## src/rtl/cordic_pkg.sv

```systemverilog
// Shared CORDIC definitions: the 2*pi constant in Q30, its rounded rescale to any
// fractional width, the quadrant encoding and the range-reducer FSM states.
package cordic_pkg;

    localparam logic [32:0] TWO_PI_Q30 = 33'h1921FB544;

    typedef enum logic [1:0] {
        Q0 = 2'd0,
        Q1 = 2'd1,
        Q2 = 2'd2,
        Q3 = 2'd3
    } quadrant_e;

    typedef enum logic [1:0] {
        ST_IDLE   = 2'd0,
        ST_REDUCE = 2'd1,
        ST_FOLD   = 2'd2,
        ST_DONE   = 2'd3
    } fsm_state_e;

    // 2*pi with LSB = 2^-frac_bits, rounded half-up from the Q30 constant.
    function automatic logic [32:0] angle_const(input int frac_bits);
        logic [33:0] acc;
        if (frac_bits >= 30) begin
            return TWO_PI_Q30;
        end
        acc = {1'b0, TWO_PI_Q30} + (34'd1 << (29 - frac_bits));
        acc = acc >> (30 - frac_bits);
        return acc[32:0];
    endfunction

endpackage

```

## src/rtl/cordic_angle_reducer_if.sv

```systemverilog
// Input/output bundle between the angle source, the range reducer and the CORDIC core.
interface cordic_angle_reducer_if #(
    parameter int IN_W  = 24,
    parameter int OUT_W = 16
);

    // Valid/ready: a transfer happens on a rising clock edge where valid and ready
    // are both 1; the sender holds valid and its payload stable until that edge.
    logic              In_valid;
    logic              In_ready;
    logic [IN_W-1:0]   Input_angle;
    logic              Out_valid;
    logic              Out_ready;
    logic [OUT_W-1:0]  Reduced_angle;
    logic [1:0]        Quadrant;
    logic              Cos_negate;
    logic              Sin_negate;

    modport master (
        output In_valid, Input_angle, Out_ready,
        input  In_ready, Out_valid, Reduced_angle, Quadrant, Cos_negate, Sin_negate
    );

    modport slave (
        input  In_valid, Input_angle, Out_ready,
        output In_ready, Out_valid, Reduced_angle, Quadrant, Cos_negate, Sin_negate
    );

endinterface

```

## src/rtl/cordic_quadrant_fold.sv

```systemverilog
// Folds a magnitude already reduced into [0, 2*pi) onto [0, pi/2] and derives
// the quadrant and the cos/sin negate flags for the rotation core.
module cordic_quadrant_fold
    import cordic_pkg::*;
#(
    parameter int MAG_W     = 24,
    parameter int OUT_W     = 16,
    parameter int FRAC_BITS = 14
) (
    input  logic [MAG_W-1:0] mag,
    input  logic             neg,
    output logic [OUT_W-1:0] angle,
    output quadrant_e        quadrant,
    output logic             cos_negate,
    output logic             sin_negate
);

    localparam int W = (MAG_W > OUT_W) ? MAG_W : OUT_W;
    localparam logic [W-1:0] TWO_PI = W'(angle_const(FRAC_BITS));
    localparam logic [W-1:0] PI     = TWO_PI >> 1;
    localparam logic [W-1:0] PI_2   = TWO_PI >> 2;
    localparam logic [W-1:0] PI_3_2 = PI + PI_2;

    logic [W-1:0] r;
    logic         sin_base;

    assign r = W'(mag);

    // Strict < at every boundary, so pi/2 lands in Q1 and pi lands in Q2.
    always_comb begin
        angle      = '0;
        quadrant   = Q0;
        cos_negate = 1'b0;
        sin_base   = 1'b0;
        if (r < PI_2) begin
            angle = OUT_W'(r);
        end else if (r < PI) begin
            angle      = OUT_W'(PI - r);
            quadrant   = Q1;
            cos_negate = 1'b1;
        end else if (r < PI_3_2) begin
            angle      = OUT_W'(r - PI);
            quadrant   = Q2;
            cos_negate = 1'b1;
            sin_base   = 1'b1;
        end else begin
            angle      = OUT_W'(TWO_PI - r);
            quadrant   = Q3;
            sin_base   = 1'b1;
        end
        // sin is odd in the angle; the quadrant still describes the magnitude.
        sin_negate = sin_base ^ neg;
    end

endmodule

```

## src/rtl/cordic_angle_reducer.sv

```systemverilog
// Range-reduction front end: |angle| mod 2*pi by shift-subtract, one step per cycle,
// then a quadrant fold; results are held on a valid/ready output until taken.
module cordic_angle_reducer
    import cordic_pkg::*;
#(
    parameter int IN_W      = 24,
    parameter int OUT_W     = 16,
    parameter int FRAC_BITS = 14
) (
    input  logic                   Clk,
    input  logic                   Rst_n,
    cordic_angle_reducer_if.slave  bus,
    output fsm_state_e             dbg_state
);

    localparam int K_MAX = IN_W - FRAC_BITS - 4;
    localparam int K_W   = (K_MAX < 1) ? 1 : $clog2(K_MAX + 1);

    localparam logic [32:0]     TWO_PI_C = angle_const(FRAC_BITS);
    localparam logic [IN_W-1:0] TWO_PI   = IN_W'(TWO_PI_C);
    localparam logic [K_W-1:0]  K_INIT   = K_W'(K_MAX);
    localparam logic [K_W-1:0]  K_ONE    = K_W'(1);

    fsm_state_e       state, state_next;
    logic [IN_W-1:0]  mag, mag_next;
    logic [K_W-1:0]   k, k_next;
    logic             neg, neg_next;
    logic             load_out;
    logic [IN_W-1:0]  step_const;

    logic [OUT_W-1:0] angle_q;
    quadrant_e        quad_q;
    logic             cos_q;
    logic             sin_q;

    logic [OUT_W-1:0] fold_angle;
    quadrant_e        fold_quad;
    logic             fold_cos;
    logic             fold_sin;

    // TWO_PI << K_MAX stays below 2^(IN_W-1), so the shifted constant never overflows.
    assign step_const = TWO_PI << k;

    always_comb begin
        state_next = state;
        mag_next   = mag;
        k_next     = k;
        neg_next   = neg;
        load_out   = 1'b0;
        case (state)
            ST_IDLE: begin
                if (bus.In_valid) begin
                    neg_next   = bus.Input_angle[IN_W-1];
                    // Unsigned view of the negation maps the most negative code to 2^(IN_W-1).
                    mag_next   = bus.Input_angle[IN_W-1] ? -bus.Input_angle : bus.Input_angle;
                    k_next     = K_INIT;
                    state_next = ST_REDUCE;
                end
            end
            ST_REDUCE: begin
                if (mag >= step_const) begin
                    mag_next = mag - step_const;
                end
                if (k == '0) begin
                    state_next = ST_FOLD;
                end else begin
                    k_next = k - K_ONE;
                end
            end
            ST_FOLD: begin
                load_out   = 1'b1;
                state_next = ST_DONE;
            end
            ST_DONE: begin
                if (bus.Out_ready) begin
                    state_next = ST_IDLE;
                end
            end
            default: begin
                state_next = ST_IDLE;
            end
        endcase
    end

    always_ff @(posedge Clk) begin
        if (!Rst_n) begin
            state   <= ST_IDLE;
            mag     <= '0;
            k       <= '0;
            neg     <= 1'b0;
            angle_q <= '0;
            quad_q  <= Q0;
            cos_q   <= 1'b0;
            sin_q   <= 1'b0;
        end else begin
            state <= state_next;
            mag   <= mag_next;
            k     <= k_next;
            neg   <= neg_next;
            if (load_out) begin
                angle_q <= fold_angle;
                quad_q  <= fold_quad;
                cos_q   <= fold_cos;
                sin_q   <= fold_sin;
            end
        end
    end

    cordic_quadrant_fold #(
        .MAG_W     (IN_W),
        .OUT_W     (OUT_W),
        .FRAC_BITS (FRAC_BITS)
    ) u_fold (
        .mag        (mag),
        .neg        (neg),
        .angle      (fold_angle),
        .quadrant   (fold_quad),
        .cos_negate (fold_cos),
        .sin_negate (fold_sin)
    );

    assign bus.In_ready      = (state == ST_IDLE);
    assign bus.Out_valid     = (state == ST_DONE);
    assign bus.Reduced_angle = angle_q;
    assign bus.Quadrant      = quad_q;
    assign bus.Cos_negate    = cos_q;
    assign bus.Sin_negate    = sin_q;
    assign dbg_state         = state;

endmodule

```

## src/flat_wrapper.sv

```systemverilog
// flat-port wrapper written by rule: the top's interface ports become plain ports
module cordic_angle_reducer_flat import cordic_pkg::*;
#(
    parameter int IN_W      = 24,
    parameter int OUT_W     = 16,
    parameter int FRAC_BITS = 14
)
  (Clk, Rst_n, dbg_state, bus_In_valid, bus_Input_angle, bus_Out_ready, bus_In_ready, bus_Out_valid, bus_Reduced_angle, bus_Quadrant, bus_Cos_negate, bus_Sin_negate);
  cordic_angle_reducer_if #(.IN_W(IN_W), .OUT_W(OUT_W)) bus_i ();
  input  logic Clk;
  input  logic Rst_n;
  output fsm_state_e dbg_state;
  input wire logic [$bits(bus_i.In_valid)-1:0] bus_In_valid;
  input wire logic [$bits(bus_i.Input_angle)-1:0] bus_Input_angle;
  input wire logic [$bits(bus_i.Out_ready)-1:0] bus_Out_ready;
  output wire logic [$bits(bus_i.In_ready)-1:0] bus_In_ready;
  output wire logic [$bits(bus_i.Out_valid)-1:0] bus_Out_valid;
  output wire logic [$bits(bus_i.Reduced_angle)-1:0] bus_Reduced_angle;
  output wire logic [$bits(bus_i.Quadrant)-1:0] bus_Quadrant;
  output wire logic [$bits(bus_i.Cos_negate)-1:0] bus_Cos_negate;
  output wire logic [$bits(bus_i.Sin_negate)-1:0] bus_Sin_negate;
  assign bus_i.In_valid = bus_In_valid;
  assign bus_i.Input_angle = bus_Input_angle;
  assign bus_i.Out_ready = bus_Out_ready;
  assign bus_In_ready = bus_i.In_ready;
  assign bus_Out_valid = bus_i.Out_valid;
  assign bus_Reduced_angle = bus_i.Reduced_angle;
  assign bus_Quadrant = bus_i.Quadrant;
  assign bus_Cos_negate = bus_i.Cos_negate;
  assign bus_Sin_negate = bus_i.Sin_negate;
  cordic_angle_reducer #(.IN_W(IN_W), .OUT_W(OUT_W), .FRAC_BITS(FRAC_BITS)) u_core (.Clk(Clk), .Rst_n(Rst_n), .bus(bus_i), .dbg_state(dbg_state));
endmodule
```

## config.mk

```make
export PLATFORM = sky130hd
export DESIGN_NAME = cordic_angle_reducer_flat
export DESIGN_NICKNAME = d
export VERILOG_FILES = /design/src/rtl/cordic_pkg.sv /design/src/rtl/cordic_angle_reducer_if.sv /design/src/rtl/cordic_quadrant_fold.sv /design/src/rtl/cordic_angle_reducer.sv /design/src/flat_wrapper.sv
export SDC_FILE = /design/constraint.sdc
export NUM_CORES = 1
export LEC_CHECK = 0
export CAP_MARGIN = 30
export CORE_MARGIN = 1.5
export CORE_UTILIZATION = 35
export DETAILED_ROUTE_END_ITERATION = 7
export GPL_ROUTABILITY_DRIVEN = 0
export HOLD_SLACK_MARGIN = 0.1
export PLACE_DENSITY = 0.52
export SKIP_LAST_GASP = 1
export SLEW_MARGIN = 20
export SYNTH_ARGS = -nofsm -noshare
export SYNTH_HDL_FRONTEND = slang
export SYNTH_SLANG_ARGS = --single-unit
```

## constraint.sdc

```tcl
create_clock -name Clk -period 5.6 [get_ports Clk]
set_input_delay 1.12 -clock Clk [delete_from_list [all_inputs] [get_ports Clk]]
set_output_delay 1.12 -clock Clk [all_outputs]
set_load 0.02 [all_outputs]
```

==> impl_metrics.yaml, run 1 <==
clock_tree:
  cts.sinks: 50
  cts.root.buffer_cell: "clkbuf_16"
  postCtsSetupBuffers: 0
  hold_buffers: 0
  cts_resized: 0
  cts_max_level: 2
  clock_latency_ns: 0.30
  clk_pin_slew_ns: 0.08
  cts_buffers: 5
  cts_tree: "done"
  clockBufferDepth: 2
global_routing:
  overflow: 0
  grt_usage_pct: 20.0
  grt_max_degree: 36
  grt_pass1_wl_um: 22900
  grt_pass1_vias: 4345
  antenna_found_initial: 0
floorplan:
  rows: 41
  dieArea_um2: 13900
  initial_core_util_pct: 36.3
  core_area_um2: 12700
  fp.dieW_um: 118
  io_pins: 52
  dieHeight_um: 118
setup_path:
  crit_required_ns: 5.78
  critPathTopFamily: "compound AO/OA/AOI/OAI gates"
  cp-start-kind: "register"
  r2r_start: "u_core.k[1]$_SDFFE_PN0P_"
  endpoint_kind: "register"
  crit_chain: "inv_1 -> ha_1 -> nand2_1 -> o21ai_0 -> ha_1 -> a21o_1 -> a2111oi_1 -> o311ai_0 -> a31oi_1 -> nor2_2 -> buf_4 -> o21ai_0 -> a31oi_1"
  r2r_slack_ns: 1.80
  path_buf_inv: 2
  cpMaxStageDelayCell: "a2111oi_1"
  worst-path-max-fanout: 17
  cp_data_arrival_time_ns: 3.98
  r2r_end: "u_core.mag[18]$_SDFFE_PN0P_"
  rr_worst_depth: 13
  max_stage_delay_ns: 0.57
  path_class: "register to register"
drt:
  drtAntennaViolNets: 0
  avgViaCountPerCell: 5.82
  wl_um: 13800
  firstDrtPassIters: 5
  drc: 0
  num_vias: 4734
  dr.first_iter.drc_count: 347
  avgRoutedWirePerCell_um: 16.9
sta:
  fmax_mhz: 263
  rsz0062_at_grt: "false"
  setup_viol: 0
  timing.final.hold_violations: 0
  fin_crit_ns: 3.80
  slew_headroom_pct: 36.5
  fin_setup_tns_ns: 0
  worstMarginPinSlew_ns: 0.949
  slew_viol_final: 0
  finalCritPeriodShare_pct: 67.9
  skew_ns: 0.00882
flow_run:
  drv_cap: 0
placed_design:
  dp_hpwl_um: 10300
  port_buffers: 51
status:
  status: "finished, final reports clean"
worst_hold_path:
  holdPathStages: 2
  hp-start: "u_core.bus.Cos_negate$_SDFFE_PN0P_"
  hp-class: "register to register"
  holdPathEnd: "u_core.bus.Cos_negate$_SDFFE_PN0P_"
cells_and_area:
  antenna_cells: 0
  seqCellArea_um2: 1000
  multi_input_area_um2: 3330
  layout-drive-gt1-share_pct: 4.84
  nets: 701
  areaGrowthSynthToFinish_pct: 16.2
  fillers: 1327
synth:
  ys_seq_area_share_pct: 21.7
  ys_seq_elements: 50
  yosys_warnings: 0
  synth_top_area_cell: "dfxtp_1"
  synth_edf_count: 0
  synth_ff_type: "dfxtp_1"
  synth_top_area_share_pct: 21.7
  synth_cell_types: 74
  synth-async-reset-ratio_pct: 0
  synth_cells: 616
  syn_area_um2: 4620
  synth_nets: 677
  avgSynthCellArea_um2: 7.49
  yosys-top-cells-area: "dfxtp_1 (22%), ha_1 (8.9%), o21ai_0 (5.0%)"
-- cell usage in the layout (no fill, tap or decap), types with 6 or more instances in the layout --
| cell | instances |
|---|---|
| nor3_1 | 13 |
| nand2_1 | 42 |
| o21a_1 | 8 |
| nand2b_1 | 6 |
| a21o_1 | 9 |
| inv_1 | 28 |
| dfxtp_1 | 50 |
| nand4_1 | 6 |
| xnor2_1 | 26 |
| mux2i_1 | 15 |
| buf_4 | 6 |
| o31ai_1 | 9 |
| clkdlybuf4s50_1 | 51 |
| o211ai_1 | 13 |
| a21oi_1 | 45 |
| a31oi_1 | 18 |
| ha_1 | 33 |
| nor2_1 | 59 |
| nor4_1 | 10 |
| a211oi_1 | 16 |
| o21ai_0 | 46 |
| nand3_1 | 14 |
| xor2_1 | 16 |
-- how the worst max path moves through the flow --
stage	start	endpoint	slack, ns	depth (start not counted)
after floorplan	u_core.k[2]$_SDFFE_PN0P_	u_core.mag[22]$_SDFFE_PN0P_	2.41	12
after global placement	u_core.k[1]$_SDFFE_PN0P_	u_core.mag[17]$_SDFFE_PN0P_	2.01	13
after detailed placement	u_core.k[1]$_SDFFE_PN0P_	u_core.mag[17]$_SDFFE_PN0P_	1.83	13
after CTS	u_core.k[1]$_SDFFE_PN0P_	u_core.mag[17]$_SDFFE_PN0P_	1.80	13
after global routing	u_core.k[1]$_SDFFE_PN0P_	u_core.mag[18]$_SDFFE_PN0P_	1.41	13
final	u_core.k[1]$_SDFFE_PN0P_	u_core.mag[18]$_SDFFE_PN0P_	1.80	13
-- layout make-up --
cell class	instances	share of cell area, %
multi-input combinational	496	62.0
timing repair buffer	57	10.4
inverter	30	2.10
clock inverter	3	0.490
sequential	50	18.7
tap	172	4.01
clock buffer	5	2.33
-- tightest hold or removal path, stage by stage, from the launching register on --
cell and delay [ns]:
dfxtp_1 0.32, nand2_1 0.06, a21oi_1 0.05
-- per-stage QoR --
stage	hold slack, ns	util [%]	cells	setup WS [ns]	area [µm²]
CTS	0.488	42.2	813	1.80	5360
floorplan	0.449	-	616	2.41	4620
global route	0.500	42.2	813	1.41	5360
detailed placement	0.469	41.0	805	1.83	5210
finish	0.482	42.2	813	1.80	5360
global placement	0.474	40.9	805	2.01	5210
-- metal layers --
metal	share of wire [%]	wire length, µm	GRT usage, %
met1	50	6870	30.1
met2	43	5940	29.7
met3	5.4	743	2.66
met4	1.5	213	5.49
met5	0	0	0
-- kinds of logic after synthesis --
| kind of cell | after synthesis | synth area share, % |
|---|---|---|
| adders and majority gates | 33 | 8.95 |
| DFF | 50 | 21.7 |
| muxes | 17 | 3.74 |
| buffers and inverters | 70 | 6.34 |
| xor gates and xnor gates | 42 | 7.97 |
| AOI/OAI and AO/OA | 217 | 31.4 |
| and+or+nand+nor | 187 | 20.0 |
-- Yosys cell counts (all sizes together), types with 8 or more instances --
cell,number
a211oi,18
ha,33
o31ai,9
a31oi,18
o21ai,47
mux2i,15
buf,13
xor2,16
nor2,60
a21o,9
o211ai,13
nand2,42
nor3,14
dfxtp,50
xnor2,26
clkbuf,27
o21a,8
nor4,10
a21oi,45
inv,28
nand3,14
-- flip-flops by register name (all words and copies together), names as in the netlist --
register and cells:
u_core.bus.Cos_negate 1, u_core.bus.Quadrant 2, u_core.bus.Reduced_angle 16, u_core.bus.Sin_negate 1, u_core.dbg_state 2, u_core.k 3
u_core.mag 24, u_core.neg 1
Power of run 1 is left out: the tool's default activity adds up to more than one toggle a clock period on the data nets, which glitch-free logic cannot reach.
==> inputs of run 2 (changes only) <==
==> constraint.sdc (replaced) <==
create_clock -name Clk -period 4 [get_ports Clk]
set_input_delay 0.8 -clock Clk [delete_from_list [all_inputs] [get_ports Clk]]
set_output_delay 0.8 -clock Clk [all_outputs]
set_load 0.02 [all_outputs]
==> run 2 against run 1 <==
Effect of this change: die area unchanged; register-to-register slack got worse by 1.4 ns; global-route usage up 0.52 points; clock skew grew 0.0025 ns; setup slack got worse by 1.4 ns; sequential share of layout area is 0.24 points lower; non-clock buffer count is 8 higher; hold slack got worse by 0.0082 ns; critical path depth unchanged; count of clock-buffer cells in the layout is the same; flip-flop and latch count did not move; critical endpoint is now u_core.mag[17]$_SDFFE_PN0P_; largest cell class unchanged; highest routed layer unchanged.
==> impl_metrics.yaml, run 2 (same netlist as run 1, synthesis figures left out) <==
status:
  status: "finished, final reports clean"
flow_run:
  drv_cap: 0
clock_tree:
  cts_buffers: 5
  hold_buffers: 0
  cts.root.buffer_cell: "clkbuf_16"
  clk_pin_slew_ns: 0.08
  cts.sinks: 50
  cts_max_level: 2
  cts_tree: "done"
  clockBufferDepth: 2
  clock_latency_ns: 0.30
cells_and_area:
  layout-drive-gt1-share_pct: 6.01
  areaGrowthSynthToFinish_pct: 17.7
  max_flop_register: "u_core.mag"
  nets: 709
  multi_input_area_um2: 3330
  antenna_cells: 0
  seqCellArea_um2: 1000
  final_cell_mix: "nor2_1 (59), clkdlybuf4s50_1 (51), dfxtp_1 (50)"
  final_common_cell: "nor2_1"
  fillers: 1361
  largest_reg_flops: 24
drt:
  avgViaCountPerCell: 5.80
  drtAntennaViolNets: 0
  dr.first_iter.drc_count: 335
  firstDrtPassIters: 5
  avgRoutedWirePerCell_um: 17.1
  num_vias: 4762
  wl_um: 14100
  drc: 0
global_routing:
  antenna_found_initial: 0
  grt_usage_pct: 20.6
  gr-usage-met2_pct: 31.1
  grt.busiest_layer: "met2"
  grt_pass1_wl_um: 23400
  grt_max_degree: 36
  grt.met3_usage_pct: 2.57
  grt_pass1_vias: 4394
  overflow: 0
  met1_usage_pct: 30.7
setup_path:
  crit_required_ns: 4.18
  worst-path-max-fanout: 23
  r2r_slack_ns: 0.39
  r2r_start: "u_core.k[1]$_SDFFE_PN0P_"
  cp-startpoint: "u_core.k[1]$_SDFFE_PN0P_"
  path_class: "register to register"
  cp-start-kind: "register"
  endpoint_kind: "register"
  r2r_end: "u_core.mag[17]$_SDFFE_PN0P_"
  cp_data_arrival_time_ns: 3.79
  rr_worst_depth: 13
placed_design:
  port_buffers: 51
  dp_hpwl_um: 10500
  post-place-ws_ns: 0.440
floorplan:
  initial_core_util_pct: 36.3
  fp.dieW_um: 118
  dieArea_um2: 13900
  dieHeight_um: 118
  rows: 41
  io_pins: 52
  core_area_um2: 12700
sta:
  rsz0062_at_grt: "false"
  setup_viol: 0
  worstMarginPinSlew_ns: 0.661
  slew_viol_final: 0
  fin_setup_tns_ns: 0
  slew_headroom_pct: 54.8
  fin_crit_ns: 3.61
  fmax_mhz: 277
  worst_slack_ns: 0.392
  finalCritPeriodShare_pct: 90.2
  timing.final.hold_violations: 0
  skew_ns: 0.0113
worst_hold_path:
  holdPathEnd: "u_core.bus.Cos_negate$_SDFFE_PN0P_"
  holdPathStages: 2
  hp-start: "u_core.bus.Cos_negate$_SDFFE_PN0P_"
  hp-class: "register to register"
[run 2: metal layers]
metal  share of wire, %  vias up
met5                  0        -
met4                1.1        0
met3                5.5       12
met2                 44      139
met1                 50     2255
li1                   -     2356
[run 2: through the flow]
step	std cells	hold WS (ns)	utilization [%]	cell area [µm²]
final	821	0.474	42.7	5430
after global routing	821	0.503	42.7	5430
after CTS	821	0.482	42.7	5430
after detailed placement	813	0.463	41.4	5270
after global placement	812	0.461	41.4	5260
after floorplan	616	0.449	-	4620
[run 2: layout make-up]
cell class	instances	share of cell area (%)
clock buffers	5	2.30
clock inverters	3	0.530
inverters	30	2.07
multi-input cells	496	61.3
flip-flops and latches	50	18.4
well taps	172	3.96
repair buffers	65	11.4
[run 2: worst max-delay path by stage]
stage               depth (start not counted)  slack [ns]                           to
floorplan                                  12        0.81  u_core.mag[22]$_SDFFE_PN0P_
global placement                           11        0.41  u_core.mag[12]$_SDFFE_PN0P_
detailed placement                         13        0.44  u_core.mag[15]$_SDFFE_PN0P_
CTS                                        13        0.40  u_core.mag[17]$_SDFFE_PN0P_
global route                               13        0.08  u_core.mag[20]$_SDFFE_PN0P_
finish                                     13        0.39  u_core.mag[17]$_SDFFE_PN0P_
[run 2: worst max-delay path, cell delays in order, from the launching register on]
cell,delay [ns]
dfxtp_1,0.42
inv_1,0.13
ha_1,0.36
nand2_1,0.11
o21ai_0,0.11
ha_1,0.36
a21o_1,0.17
a2111oi_1,0.61
o311ai_0,0.29
a31oi_2,0.31
nor2_2,0.18
buf_6,0.20
o21ai_0,0.16
a21oi_1,0.06
[run 2: repair_timing]
action / CTS / global route
endpoints found under the setup margin: 0 / 8
resized for setup: 0 / 1
hold endpoints to repair: 0 / 0
setup buffers: 0 / 0
Power of run 2 is left out for the same reason.
==> inputs of run 3 (changes only) <==
--- a/config.mk
+++ b/config.mk
@@ -16,4 +16,5 @@
 export SLEW_MARGIN = 20
 export SYNTH_ARGS = -nofsm -noshare
 export SYNTH_HDL_FRONTEND = slang
+export SYNTH_HIERARCHICAL = 1
 export SYNTH_SLANG_ARGS = --single-unit
==> run 3 against run 2 <==
Effect of this change: global-route usage down 1.2 points; setup slack better by 0.32 ns; non-clock buffer count down 3; hold slack better by 0.00066 ns.
==> impl_metrics.yaml, run 3 <==
synth:
  avgSynthCellArea_um2: 7.86
  ys_seq_elements: 50
  synth_edf_count: 0
  synth_ff_type: "dfxtp_1"
  synth_cell_types: 86
  synth_nets: 701
  synth_top_area_cell: "dfxtp_1"
  yosys-top-cells-area: "dfxtp_1 (20%), ha_1 (8.5%), mux2i_1 (6.6%)"
  yosys_warnings: 6
  ys_seq_area_share_pct: 19.9
  syn_area_um2: 5020
  synth_cells: 639
  synth_top_area_share_pct: 19.9
  synth_most_common_cell: "nor2_1"
  synth-async-reset-ratio_pct: 0
  synth_commonest_cells: "nor2_1 (58), dfxtp_1 (50), nand2_1 (43), o21ai_0 (39), a21oi_1 (38)"
setup_path:
  max_stage_delay_ns: 0.44
  worst-path-max-fanout: 19
  cp_data_arrival_time_ns: 3.50
  crit_chain: "inv_1 -> ha_1 -> nand2_1 -> o21ai_0 -> ha_1 -> o21ai_0 -> nand2b_1 -> inv_1 -> a211o_4 -> a21oi_4 -> o21ai_0 -> o32ai_2"
  path_class: "register to register"
  cpMaxStageDelayCell: "a21oi_4"
  crit_required_ns: 4.21
  endpoint_kind: "register"
  cp-start-kind: "register"
  crit_top_cell: "o21ai_0"
cells_and_area:
  nets: 730
  final_cell_mix: "nor2_1 (58), clkdlybuf4s50_1 (51), dfxtp_1 (50)"
  antenna_cells: 0
  layout-drive-gt1-share_pct: 8.22
  final_cell_area_um2: 5770
  fin_cells: 849
  areaGrowthSynthToFinish_pct: 14.9
  largest_reg_flops: 24
  max_flop_register: "u_core/mag"
  final_common_cell: "nor2_1"
clock_tree:
  cts.sinks: 50
  clockBufferDepth: 2
  cts_max_level: 2
  clock_latency_ns: 0.30
  cts.root.buffer_cell: "clkbuf_16"
  cts_resized: 0
  hold_buffers: 0
  postCtsSetupBuffers: 0
  clk_pin_slew_ns: 0.08
  cts_buffers: 5
  cts_tree: "done"
floorplan:
  rows: 43
  core_area_um2: 13900
  io_pins: 52
  fp.dieW_um: 123
  dieHeight_um: 123
  initial_core_util_pct: 36.0
  dieArea_um2: 15100
pwr:
  ir_drop_mv: 0.326
  power_density_nw_per_um2: 984
  p_leak_nw: 2.12
  total_power_mw: 5.68
global_routing:
  grt_pass1_wl_um: 23000
  antenna_found_initial: 0
  overflow: 0
  grt_max_degree: 44
  grt_usage_pct: 19.4
  grt_pass1_vias: 4485
placed_design:
  place_inst: 841
  dpl_cell_area_um2: 5620
  dp_hpwl_um: 11200
  port_buffers: 51
drt:
  drtAntennaViolNets: 0
  num_vias: 4909
  avgRoutedWirePerCell_um: 17.2
  route.met2.wl_um: 6480
  firstDrtPassIters: 5
  top_layer: "met4"
  avgViaCountPerCell: 5.78
  dr.first_iter.drc_count: 391
  wl_um: 14600
  wl_met3_um: 691
  drt-met1-wl_um: 7250
  drc: 0
sta:
  fmax_mhz: 304
  skew_ns: 0.00526
  finalCritPeriodShare_pct: 82.2
  fin_crit_ns: 3.29
  fin_setup_tns_ns: 0
  rsz0062_at_grt: "false"
  slew_viol_final: 0
  setup_viol: 0
  slew_headroom_pct: 46.6
  worstMarginPinSlew_ns: 0.798
  timing.final.hold_violations: 0
worst_hold_path:
  hp-class: "register to register"
flow_run:
  drv_cap: 0
status:
  status: "finished, final reports clean"
run 3: power breakdown:
group	switching, mW	leakage, nW	internal (mW)	total, mW
Combinational	2.45	1.64	1.77	4.22
Sequential	0.330	0.410	0.669	0.999
Clock	0.218	0.0759	0.239	0.457
run 3: worst max-delay path, delay by kind of cell, from the launching register on:
family | cells | cell delay [ns]
AOI/OAI and AO/OA | 6 | 1.44
adders and majority gates | 2 | 0.74
and+or+nand+nor | 2 | 0.32
buffers and inverters | 2 | 0.27
DFF | 1 | 0.43
run 3: cell families after synthesis:
kind of cell,count (synthesis),synth area share (%)
AND/OR/NAND/NOR,212,21.5
multiplexers,35,7.03
buffers and inverters,68,6.68
XOR/XNOR,38,6.63
flip-flops,50,19.9
adder cells (fa/ha/maj),34,8.47
AO/OA/AOI/OAI,202,29.7
run 3: worst paths after layout:
kind | from | end | slack (ns) | cells past startpoint
max | u_core/k[1]$_SDFFE_PN0P_ | u_core/mag[21]$_SDFFE_PN0P_ | 0.71 | 12
max reg2reg | u_core/k[1]$_SDFFE_PN0P_ | u_core/mag[21]$_SDFFE_PN0P_ | 0.71 | 12
min | u_core/neg$_SDFFE_PN0P_ | u_core/neg$_SDFFE_PN0P_ | 0.47 | 2
min reg2reg | u_core/neg$_SDFFE_PN0P_ | u_core/neg$_SDFFE_PN0P_ | 0.47 | 2
run 3: cell type report:
type                            instances  area (µm²)
Clock inverter                          3        28.8
Clock buffer                            5         125
Sequential cell                        50        1000
Timing Repair Buffer                   62         601
Fill cell                            1434        8170
Multi-Input combinational cell        521        3680
Tap cell                              180         225
Inverter                               28         105
run 3: routing by layer:
metal / up-vias / GRT usage (%)
met5: - / 0
met3: 18 / 2.42
li1: 2439 / -
met4: 0 / 4.22
met2: 150 / 30.7
met1: 2302 / 27.9
run 3: per-stage QoR:
step,utilization (%),hold WS [ns],setup WS [ns]
finish,41.4,0.475,0.712
floorplan,-,0.449,1.23
CTS,41.4,0.478,0.747
global placement,40.2,0.470,0.861
global route,41.4,0.492,0.433
detailed placement,40.3,0.467,0.772
(Power assumes the default switching activity.)
